`config.mk`:
```
export PLATFORM = sky130hd
export DESIGN_NAME = uop_issue_ctrl
export DESIGN_NICKNAME = d
export VERILOG_FILES = /design/src/rtl/uop_issue_ctrl.sv
export SDC_FILE = /design/constraint.sdc
export NUM_CORES = 1
export LEC_CHECK = 0
export CAP_MARGIN = 20
export CORE_ASPECT_RATIO = 1.75
export CORE_MARGIN = 10
export CORE_UTILIZATION = 55
export CTS_CLUSTER_SIZE = 40
export DETAILED_ROUTE_END_ITERATION = 7
export PLACE_DENSITY_LB_ADDON = 0.12
export SLEW_MARGIN = 10
export SYNTH_ARGS = -nofsm -noshare
export SYNTH_HDL_FRONTEND = slang
export SYNTH_SLANG_ARGS = --single-unit
```
`constraint.sdc`:
```
create_clock -name clk -period 3.55 [get_ports clk]
set_clock_uncertainty 0.1 [all_clocks]
set_input_delay 0.355 -clock clk [delete_from_list [all_inputs] [get_ports clk]]
set_output_delay 0.355 -clock clk [all_outputs]
set_load 0.03 [all_outputs]
```
`src/rtl/uop_issue_ctrl.sv`:
```
// ---------------------------------------------------------------------------
// uop_issue_ctrl
//   Valid/ready issue wrapper around a fixed-latency uop_block that has no
//   handshake or stall of its own. Accepted operands are registered and
//   driven into the block, a token shift register follows each operand down
//   the block's pipeline, and every result is caught in an output FIFO.
//   Upstream is only admitted when the FIFO has a guaranteed free slot for
//   every token in flight, so the block never has to stall. The shared shamt
//   is held stable while any token is in flight because the block feeds it
//   to every stage without pipelining it.
//
// Ports
//   clk, rst              rising-edge clock, asynchronous active-high reset
//   in_valid/in_ready     upstream handshake
//   in_data, in_shamt     operand and its shift amount
//   blk_src, blk_shamt    registered operand / shamt into the uop_block
//   blk_dst               uop_block result, valid LAT cycles after accept
//   out_valid/out_ready   downstream handshake on the FIFO head
//   out_data              FIFO head data
// ---------------------------------------------------------------------------
module uop_issue_ctrl #(
    parameter int W     = 32,
    parameter int LAT   = 1,
    parameter int DEPTH = 4
) (
    input  logic                 clk,
    input  logic                 rst,
    input  logic                 in_valid,
    output logic                 in_ready,
    input  logic [W-1:0]         in_data,
    input  logic [$clog2(W)-1:0] in_shamt,
    output logic [W-1:0]         blk_src,
    output logic [$clog2(W)-1:0] blk_shamt,
    input  logic [W-1:0]         blk_dst,
    output logic                 out_valid,
    input  logic                 out_ready,
    output logic [W-1:0]         out_data
);

    localparam int SW = $clog2(W);
    localparam int PW = (DEPTH > 1) ? $clog2(DEPTH) : 1;
    // Counts hold 0..DEPTH; the credit sum gets one extra bit.
    localparam int CW = $clog2(DEPTH + 1);
    localparam logic [CW:0]   DEPTH_SUM = (CW + 1)'(DEPTH);
    localparam logic [PW-1:0] LAST_PTR  = PW'(DEPTH - 1);

    logic [LAT:0]    vshift;
    logic [LAT:0]    vshift_next;
    logic [CW-1:0]   inflight;
    logic [CW-1:0]   fifo_count;
    logic [PW-1:0]   wr_ptr;
    logic [PW-1:0]   rd_ptr;
    logic [W-1:0]    mem [DEPTH];

    logic            accept;
    logic            capture;
    logic            pop;
    logic            credit_ok;
    logic            shamt_ok;
    logic [CW:0]     credit_sum;

    function automatic logic [PW-1:0] next_ptr(input logic [PW-1:0] p);
        return (p == LAST_PTR) ? '0 : p + PW'(1);
    endfunction

    // Credits come only from registered state, so a pop in the same cycle
    // never frees a slot early and out_ready stays off the in_ready path.
    assign credit_sum = {1'b0, fifo_count} + {1'b0, inflight};
    assign credit_ok  = credit_sum < DEPTH_SUM;
    assign shamt_ok   = (inflight == '0) || (in_shamt == blk_shamt);
    assign in_ready   = !rst && credit_ok && shamt_ok;

    assign accept     = in_valid && in_ready;
    assign capture    = vshift[LAT];
    assign out_valid  = (fifo_count != '0);
    assign out_data   = mem[rd_ptr];
    assign pop        = out_valid && out_ready;

    always_comb begin
        // NOTE: every combinational output gets a default first, so no path
        // through the block can leave it unassigned and infer a latch.
        vshift_next    = '0;
        vshift_next[0] = accept;
        for (int k = 1; k <= LAT; k++) begin
            vshift_next[k] = vshift[k-1];
        end
    end

    // Token tracking and the registered block inputs.
    always_ff @(posedge clk or posedge rst) begin
        if (rst) begin
            // NOTE: state registers use non-blocking assignments so every
            // flop samples the pre-edge values regardless of statement order.
            vshift    <= '0;
            inflight  <= '0;
            blk_src   <= '0;
            blk_shamt <= '0;
        end else begin
            vshift <= vshift_next;
            if (accept) begin
                blk_src   <= in_data;
                blk_shamt <= in_shamt;
            end
            case ({accept, capture})
                2'b10:   inflight <= inflight + CW'(1);
                2'b01:   inflight <= inflight - CW'(1);
                default: inflight <= inflight;
            endcase
        end
    end

    // FIFO bookkeeping. A capture is never refused: the credit check above
    // guarantees a free slot for every token that reaches vshift[LAT].
    always_ff @(posedge clk or posedge rst) begin
        if (rst) begin
            wr_ptr     <= '0;
            rd_ptr     <= '0;
            fifo_count <= '0;
        end else begin
            if (capture) wr_ptr <= next_ptr(wr_ptr);
            if (pop)     rd_ptr <= next_ptr(rd_ptr);
            case ({capture, pop})
                2'b10:   fifo_count <= fifo_count + CW'(1);
                2'b01:   fifo_count <= fifo_count - CW'(1);
                default: fifo_count <= fifo_count;
            endcase
        end
    end

    // NOTE: the storage array has no reset; out_valid is derived from the
    // reset count, so stale contents are never observable.
    always_ff @(posedge clk) begin
        if (capture) mem[wr_ptr] <= blk_dst;
    end

    logic unused_sw;
    assign unused_sw = ^SW;

endmodule

```
# Word level (Yosys, flattened, before mapping)
# Memory sizes are Yosys's and may differ from the RTL's.
# Index checks and enable logic that the tools add are counted.
# classes
addsub,7
n_lt_le_gt_ge,1
eq_ne,7
muxes,6
reduce_logical,10
# op_table
cell,n
$pmux 3 s2,2
$eq 2x2->1 const B,4
$add 3x1->3 const B,2
$sub 3x1->3 const B,2
$eq 5x5->1,1
$add 2x1->2 const B,2
$add 3x3->4,1
$eq 2x1->1 const B,2
$logic_and 1x1->1,4
$lt 4x3->1 const B,1
$mux 2,2
$reduce_bool 2->1,2
$logic_not 3->1,1
$reduce_bool 3->1,1
$mux 1,2
$logic_not 1->1,1
$logic_or 1x1->1,1
# totals
ff_bits,49
ram_bits,128
input_bits,73
output_inout_bits,71
wordCells,39
memories,1
# mem_list
name,depth,word_bits,read_ports,rd_clocked_by_memory_dff,wr,line,source
mem,4,32,1,0,1,53,logic [W-1:0] mem [DEPTH];

# Logic depth before layout (Yosys ltp)
# Gate-level depths: netlist of the first run.
# depth
depth_word,7
ltp_mapped,10
depth_no_buf,10

# Worst setup path after synthesis of the first run
# OpenSTA, ideal clock, no wires.
# synth_path
path_kind,flip-flop to flip-flop
startpoint,register inflight[2]
endpoint,register inflight[2]
setup_time_ns,0.125
t_arrival_ns,2.063
slack_ns,1.262
stages_incl_launch_ff,11
synth_period_minus_slack_ns,2.288
cell_sequence,dfrtp_1 ha_1 nor4_4 nand2_1 or2_2 ha_1 inv_1 fa_1 xor2_1 nor2_1 xor2_1
# synth_between
elab_chain_cells,7
# synth_lines
item,line,source
from (decl),49,logic [CW-1:0] inflight;
from (signal assigned),105,2'b10: inflight <= inflight + CW'(1);
from (signal assigned),106,2'b01: inflight <= inflight - CW'(1);
from (signal assigned),107,default: inflight <= inflight;
$add 3x3->4,68,"assign credit_sum = {1'b0, fifo_count} + {1'b0, inflight};"
$lt 4x3->1,69,assign credit_ok = credit_sum < DEPTH_SUM;
$logic_and 1x1->1 (2 in a row),71,assign in_ready = !rst && credit_ok && shamt_ok;
$logic_and 1x1->1,73,assign accept = in_valid && in_ready;
$eq 2x1->1 / $eq 2x2->1 (equally long branches),104,"case ({accept, capture})"
$pmux 3 s2 / $reduce_bool 2->1 (equally long branches),-,
# Several ways; a longest one is shown, not always the timed one.
# A chain may end at the register's enable or synchronous reset.

# Worst setup path in the final report of the first run
# layout_path
startpoint,register rd_ptr[0]
endpoint,output out_data[21]
# layout_between
elab_chain_cells,1
# layout_lines
item,line,source
from (decl),52,logic [PW-1:0] rd_ptr;
from (signal assigned),121,if (pop) rd_ptr <= next_ptr(rd_ptr);
$mem_v2 4x32,-,
to (decl),37,output logic [W-1:0] out_data
# No other way between the ends.

==> flow_metrics.env, run 1 <==
export IMPL_outcome="complete, no violations"
export IMPL_final_common_cell="clkdlybuf4s50_1"
export IMPL_layout_drive_gt1_share_pct=23.31
export IMPL_antenna_found_initial=0
export IMPL_die_area_um2=17340
export IMPL_rsz0062_at_grt="no"
export IMPL_instances_no_fill=654
export IMPL_grt_pass1_wl_um=21690
export IMPL_final_hold_violation_count=0
export IMPL_die_w_um=103.9
export IMPL_clock_latency_ns=0.41
export IMPL_wl_um=13610
export IMPL_cts_buffer_depth=2
export IMPL_ys_types=28
export IMPL_core_um2=12070
export IMPL_initial_core_util_pct=56.16
export IMPL_drcViolationCount=0
export IMPL_required_ns=3.09
export IMPL_synth_top_area_cell="edfxtp_1"
export IMPL_postCtsHoldBufs=0
export IMPL_p_per_area_nw_per_um2=713.7
export IMPL_die_y_um=166.9
export IMPL_grt_use_total_pct=16.08
export IMPL_period_share_pct=81.95
export IMPL_mostFrequentLayoutCells="clkdlybuf4s50_1 (143), edfxtp_1 (128), dfrtp_1 (47), mux2_2 (38), mux4_2 (32)"
export IMPL_start_kind="flip-flop"
export IMPL_arrival_ns=2.45
export IMPL_portBuffers=143
export IMPL_p_int_mw=4.419
export IMPL_post_cts_buffers=0
export IMPL_diodes=0
export IMPL_cts_tree="done"
export IMPL_yosysTopAreaCellShare_pct=56.71
export IMPL_cp_max_fo=25
export IMPL_cts_buffers=17
export IMPL_place_inst=621
export IMPL_grt_overflow=0
export IMPL_ys_ff_latch=177
export IMPL_synthCells=322
export IMPL_yosysSeqAreaShare_pct=74.80
export IMPL_seq_power_share_pct=39.9
export IMPL_rows=53
export IMPL_min_period_ns=2.909
export IMPL_power_leakage_nw=3.273
export IMPL_cts_root_buf="clkbuf_16"
export IMPL_holdCritPathClass="in -> async"
export IMPL_cap_violations=0
export IMPL_ir_drop_v=0.0004207
export IMPL_yosys_warnings=0
export IMPL_crit_type="reg -> out"
export IMPL_setup_viol=0
export IMPL_power_frac_clock_pct=28.2
export IMPL_tns_ns=0
export IMPL_hpwl_um=9466
export IMPL_power_switching_mw=1.997
export IMPL_relSlewSlack_pct=41.94
export IMPL_slew_viol_final=0
export IMPL_clock_sinks=177
export IMPL_ios=144
export IMPL_cts_htree_levels=4
export IMPL_first_global_vias=4012
export IMPL_drt_vias_per_instance=5.292
export IMPL_finalNetCount=560
export IMPL_drt_initial_drc_count=146
export IMPL_clkTransAtPathRegs_ns=0.06
export IMPL_synth_area_leaders="edfxtp_1 (57%), dfrtp_1 (18%), mux4_2 (11%)"
export IMPL_cp_end_kind="primary output"
export IMPL_synth_area_um2=6778
export IMPL_reg2reg_setup_slack_ns=1.10
export IMPL_post_cts_resized=0
export IMPL_p_comb_share_pct=31.9
export IMPL_vias=3461
export IMPL_worst_pin_slew_ns=0.8709
export IMPL_clock_fmax_ghz=0.3437
export IMPL_grt_max_degree=50
export IMPL_syn_avg_cell_area_um2=21.05
export IMPL_post_route_util_pct=74.48
export IMPL_gp_congestion=0.7345
export IMPL_dr_pass1_iters=4
export IMPL_syn_nets=406
export IMPL_wire_per_inst_um=20.81
export IMPL_swShare_pct=31.13
export IMPL_ant_nets=0
export IMPL_syn_to_final_growth_pct=32.62
-- metal layers --
layer / share of wire [%] / wire [um] / global-route usage, % / vias to the layer above
met3: 8.9 / 1207 / 7.689 / 12
met1: 37 / 5043 / 16.30 / 1759
met5: 0 / 0 / 0 / -
met2: 53 / 7185 / 27.88 / 120
li1: - / - / - / 1570
met4: 1.3 / 173 / 6.140 / 0
-- layout make-up --
cell class              count  area [um^2]
multi-input cells         123         1604
well taps                 165        206.4
clock buffers              18        429.2
inverters                  11        41.29
fillers                   774         3080
clock inverters            14        156.4
flip-flops and latches    177         5072
repair buffers            146         1479
-- sequential cells by signal, summed over array words and instances (netlist names) --
register    flops
blk_src        32
mem           128
inflight        3
blk_shamt       5
wr_ptr          2
rd_ptr          2
fifo_count      3
vshift          2
-- stage by stage --
stage	cell area, um^2	hold WS [ns]	power (mW)	setup slack, ns
detailed placement	8383	0.2575	4.685	0.8982
CTS	8969	0.2746	6.503	0.5816
floorplan	6778	0.2312	3.830	1.262
global route	8989	0.2517	6.686	0.5014
finish	8989	0.2363	6.416	0.6409
global placement	8383	0.2334	4.643	0.9338
-- critical path, stage by stage, from the launching register on --
cell,delay (ns)
dfrtp_2,0.57
buf_12,0.28
mux4_2,0.55
clkdlybuf4s50_1,0.62
-- power groups by stage --
stage | combinational [mW] | clock, mW | sequential [mW]
final | 2.05 | 1.81 | 2.56
after floorplan | 1.17 | 0 | 2.66
after detailed placement | 2.08 | 0 | 2.61
after global placement | 2.04 | 0 | 2.60
after global routing | 2.16 | 1.94 | 2.59
after CTS | 2.09 | 1.85 | 2.56
-- Yosys cell counts, drive strengths merged --
master,number
nor3,2
mux2i,2
nand4,2
inv,11
and2,4
xnor2,7
nor4,1
a21o,1
buf,6
or3,2
or2,1
dfrtp,49
and4,1
ha,9
a21oi,1
edfxtp,128
nor2,4
xor2,4
nand3,2
a31oi,1
mux4,32
mux2,38
nand2,4
fa,2
clkbuf,5
o21ai,3
-- worst paths after layout --
kind	cells after the start	endpoint	startpoint
hold / removal	2	blk_src[0]	rst
setup reg to reg	8	inflight[1]	inflight[2]
setup / recovery	3	out_data[21]	rd_ptr[0]
hold reg to reg	0	vshift[1]	vshift[0]
min in group clk	0	vshift[1]	vshift[0]
max in group asynchronous	3	blk_src[13]	rst
-- cells by family (layout without fill, tap and decap cells) --
family | count (synthesis) | in the layout | synth area share, %
AO/OA/AOI/OAI | 6 | 6 | 0.6647
XOR/XNOR | 11 | 11 | 1.421
adder cells (fa/ha/maj) | 11 | 11 | 2.252
buffers and inverters | 22 | 189 | 1.606
flip-flops | 177 | 177 | 74.80
multiplexers | 72 | 72 | 17.24
AND/OR/NAND/NOR | 23 | 23 | 2.012
(Power assumes the default switching activity.)
==> run 2: changes to the inputs <==
--- a/config.mk
+++ b/config.mk
@@ -8,7 +8,7 @@
 export CAP_MARGIN = 20
 export CORE_ASPECT_RATIO = 1.75
 export CORE_MARGIN = 10
-export CORE_UTILIZATION = 55
+export CORE_UTILIZATION = 51
 export CTS_CLUSTER_SIZE = 40
 export DETAILED_ROUTE_END_ITERATION = 7
 export PLACE_DENSITY_LB_ADDON = 0.12
==> constraint.sdc (replaced) <==
create_clock -name clk -period 2.8 [get_ports clk]
set_clock_uncertainty 0.1 [all_clocks]
set_input_delay 0.28 -clock clk [delete_from_list [all_inputs] [get_ports clk]]
set_output_delay 0.28 -clock clk [all_outputs]
set_load 0.03 [all_outputs]
==> flow_metrics.env, run 2 (synthesis gave the netlist of run 1 again) <==
export IMPL_grt_max_degree=37
export IMPL_cts_root_buf="clkbuf_16"
export IMPL_clock_latency_ns=0.42
export IMPL_cts_buffers=17
export IMPL_rsz0062_at_grt="no"
export IMPL_period_share_pct=95.70
export IMPL_arrival_ns=2.30
export IMPL_worst_pin_slew_ns=0.5320
export IMPL_diodes=0
export IMPL_first_global_vias=3963
export IMPL_power_frac_clock_pct=28.3
export IMPL_cap_violations=0
export IMPL_dr_wl_met2_um=7379
export IMPL_fin_ws_ns=0.1205
export IMPL_met3WireLength_um=1104
export IMPL_cts_tree="done"
export IMPL_power_leakage_nw=3.338
export IMPL_dp_slack_ns=0.2174
export IMPL_clkTransAtPathRegs_ns=0.06
export IMPL_ant_nets=0
export IMPL_tns_ns=0
export IMPL_grt_use_total_pct=15.22
export IMPL_finalNetCount=570
export IMPL_cts_buffer_depth=2
export IMPL_wl_um=13520
export IMPL_postCtsHoldBufs=0
export IMPL_final_common_cell="clkdlybuf4s50_1"
export IMPL_p_per_area_nw_per_um2=900.4
export IMPL_power_switching_mw=2.605
export IMPL_die_w_um=107.1
export IMPL_gp_congestion=0.7557
export IMPL_highest_layer="met4"
export IMPL_grt_overflow=0
export IMPL_mostFrequentLayoutCells="clkdlybuf4s50_1 (143), edfxtp_1 (128), dfrtp_1 (48), mux2_2 (38), mux4_2 (32)"
export IMPL_drt_initial_drc_count=122
export IMPL_layout_drive_gt1_share_pct=24.65
export IMPL_vias=3511
export IMPL_largest_register_ffs=128
export IMPL_post_cts_buffers=0
export IMPL_post_cts_resized=0
export IMPL_relSlewSlack_pct=64.53
export IMPL_cts_htree_levels=4
export IMPL_start_kind="flip-flop"
export IMPL_p_comb_share_pct=33.7
export IMPL_die_y_um=172.5
export IMPL_setup_viol=0
export IMPL_dr_pass1_iters=4
export IMPL_drcViolationCount=0
export IMPL_wl_met1_um=4857
export IMPL_cp_max_fo=4
export IMPL_required_ns=2.42
export IMPL_seq_power_share_pct=38.0
export IMPL_largestRegisters="mem: 128 flops, blk_src: 32 flops, blk_shamt: 5 flops"
export IMPL_wire_per_inst_um=20.17
export IMPL_ios=144
export IMPL_core_um2=13010
export IMPL_min_period_ns=2.679
export IMPL_antenna_found_initial=0
export IMPL_hpwl_um=9603
export IMPL_rows=55
export IMPL_holdCritPathClass="in -> async"
export IMPL_die_area_um2=18480
export IMPL_outcome="complete, no violations"
export IMPL_top_register="mem"
export IMPL_swShare_pct=31.87
export IMPL_clock_fmax_ghz=0.3732
export IMPL_p_int_mw=5.568
export IMPL_grt_pass1_wl_um=21570
export IMPL_ir_drop_v=0.0006046
export IMPL_syn_to_final_growth_pct=33.91
export IMPL_cp_end_kind="primary output"
export IMPL_portBuffers=143
export IMPL_stdcell_area_um2=9076
export IMPL_final_hold_violation_count=0
export IMPL_drt_vias_per_instance=5.240
export IMPL_slew_viol_final=0
export IMPL_placed_cell_area_um2=8484
export IMPL_clock_sinks=177
export IMPL_crit_type="reg -> out"
export IMPL_initial_core_util_pct=52.11
run 2: worst paths after layout:
kind	startpoint	endpoint	slack, ns	depth (start not counted)
hold / removal	rst	blk_src[16]	0.19	2
max in group asynchronous	rst	blk_src[26]	1.69	3
min in group clk	vshift[0]	vshift[1]	0.27	0
setup reg to reg	inflight[2]	inflight[2]	0.38	10
setup / recovery	inflight[2]	in_ready	0.12	5
hold reg to reg	vshift[0]	vshift[1]	0.27	0
run 2: power groups by stage:
stage / Sequential (mW) / Combinational, mW / Clock [mW]
6_report: 3.11 / 2.75 / 2.32
5_1_grt: 3.13 / 2.92 / 2.48
4_1_cts: 3.11 / 2.81 / 2.37
3_5_place_dp: 3.16 / 2.80 / 0
3_3_place_gp: 3.15 / 2.77 / 0
2_1_floorplan: 3.37 / 1.49 / 0
run 2: layout make-up:
type | instances | area (um^2)
Timing Repair Buffer | 156 | 1554
Multi-Input combinational cell | 123 | 1604
Tap cell | 171 | 214.0
Clock buffer | 17 | 425.4
Fill cell | 852 | 3930
Clock inverter | 15 | 166.4
Inverter | 11 | 41.29
Sequential cell | 177 | 5071
run 2: metrics by stage:
stage          total power [mW]  util, %  hold slack (ns)  instances
2_1_floorplan             4.856        -           0.2312        322
3_3_place_gp              5.925    65.23           0.2350        638
3_5_place_dp              5.957    65.23           0.2549        638
4_1_cts                   8.289    69.78           0.1897        670
5_1_grt                   8.525    69.78           0.2175        670
6_report                  8.172    69.78           0.1853        670
run 2: per-layer routing:
metal  vias up  GRT usage, %
met5         -             0
met1      1795         15.46
met4         0         5.499
li1       1595             -
met2       108         26.89
met3        13         6.138
run 2: critical path: stages, from the launching register on:
cell and delay [ns]:
dfrtp_1 0.41, ha_1 0.24, nor4_4 0.35, nand2_1 0.09
nor2_1 0.11, clkdlybuf4s50_1 0.69
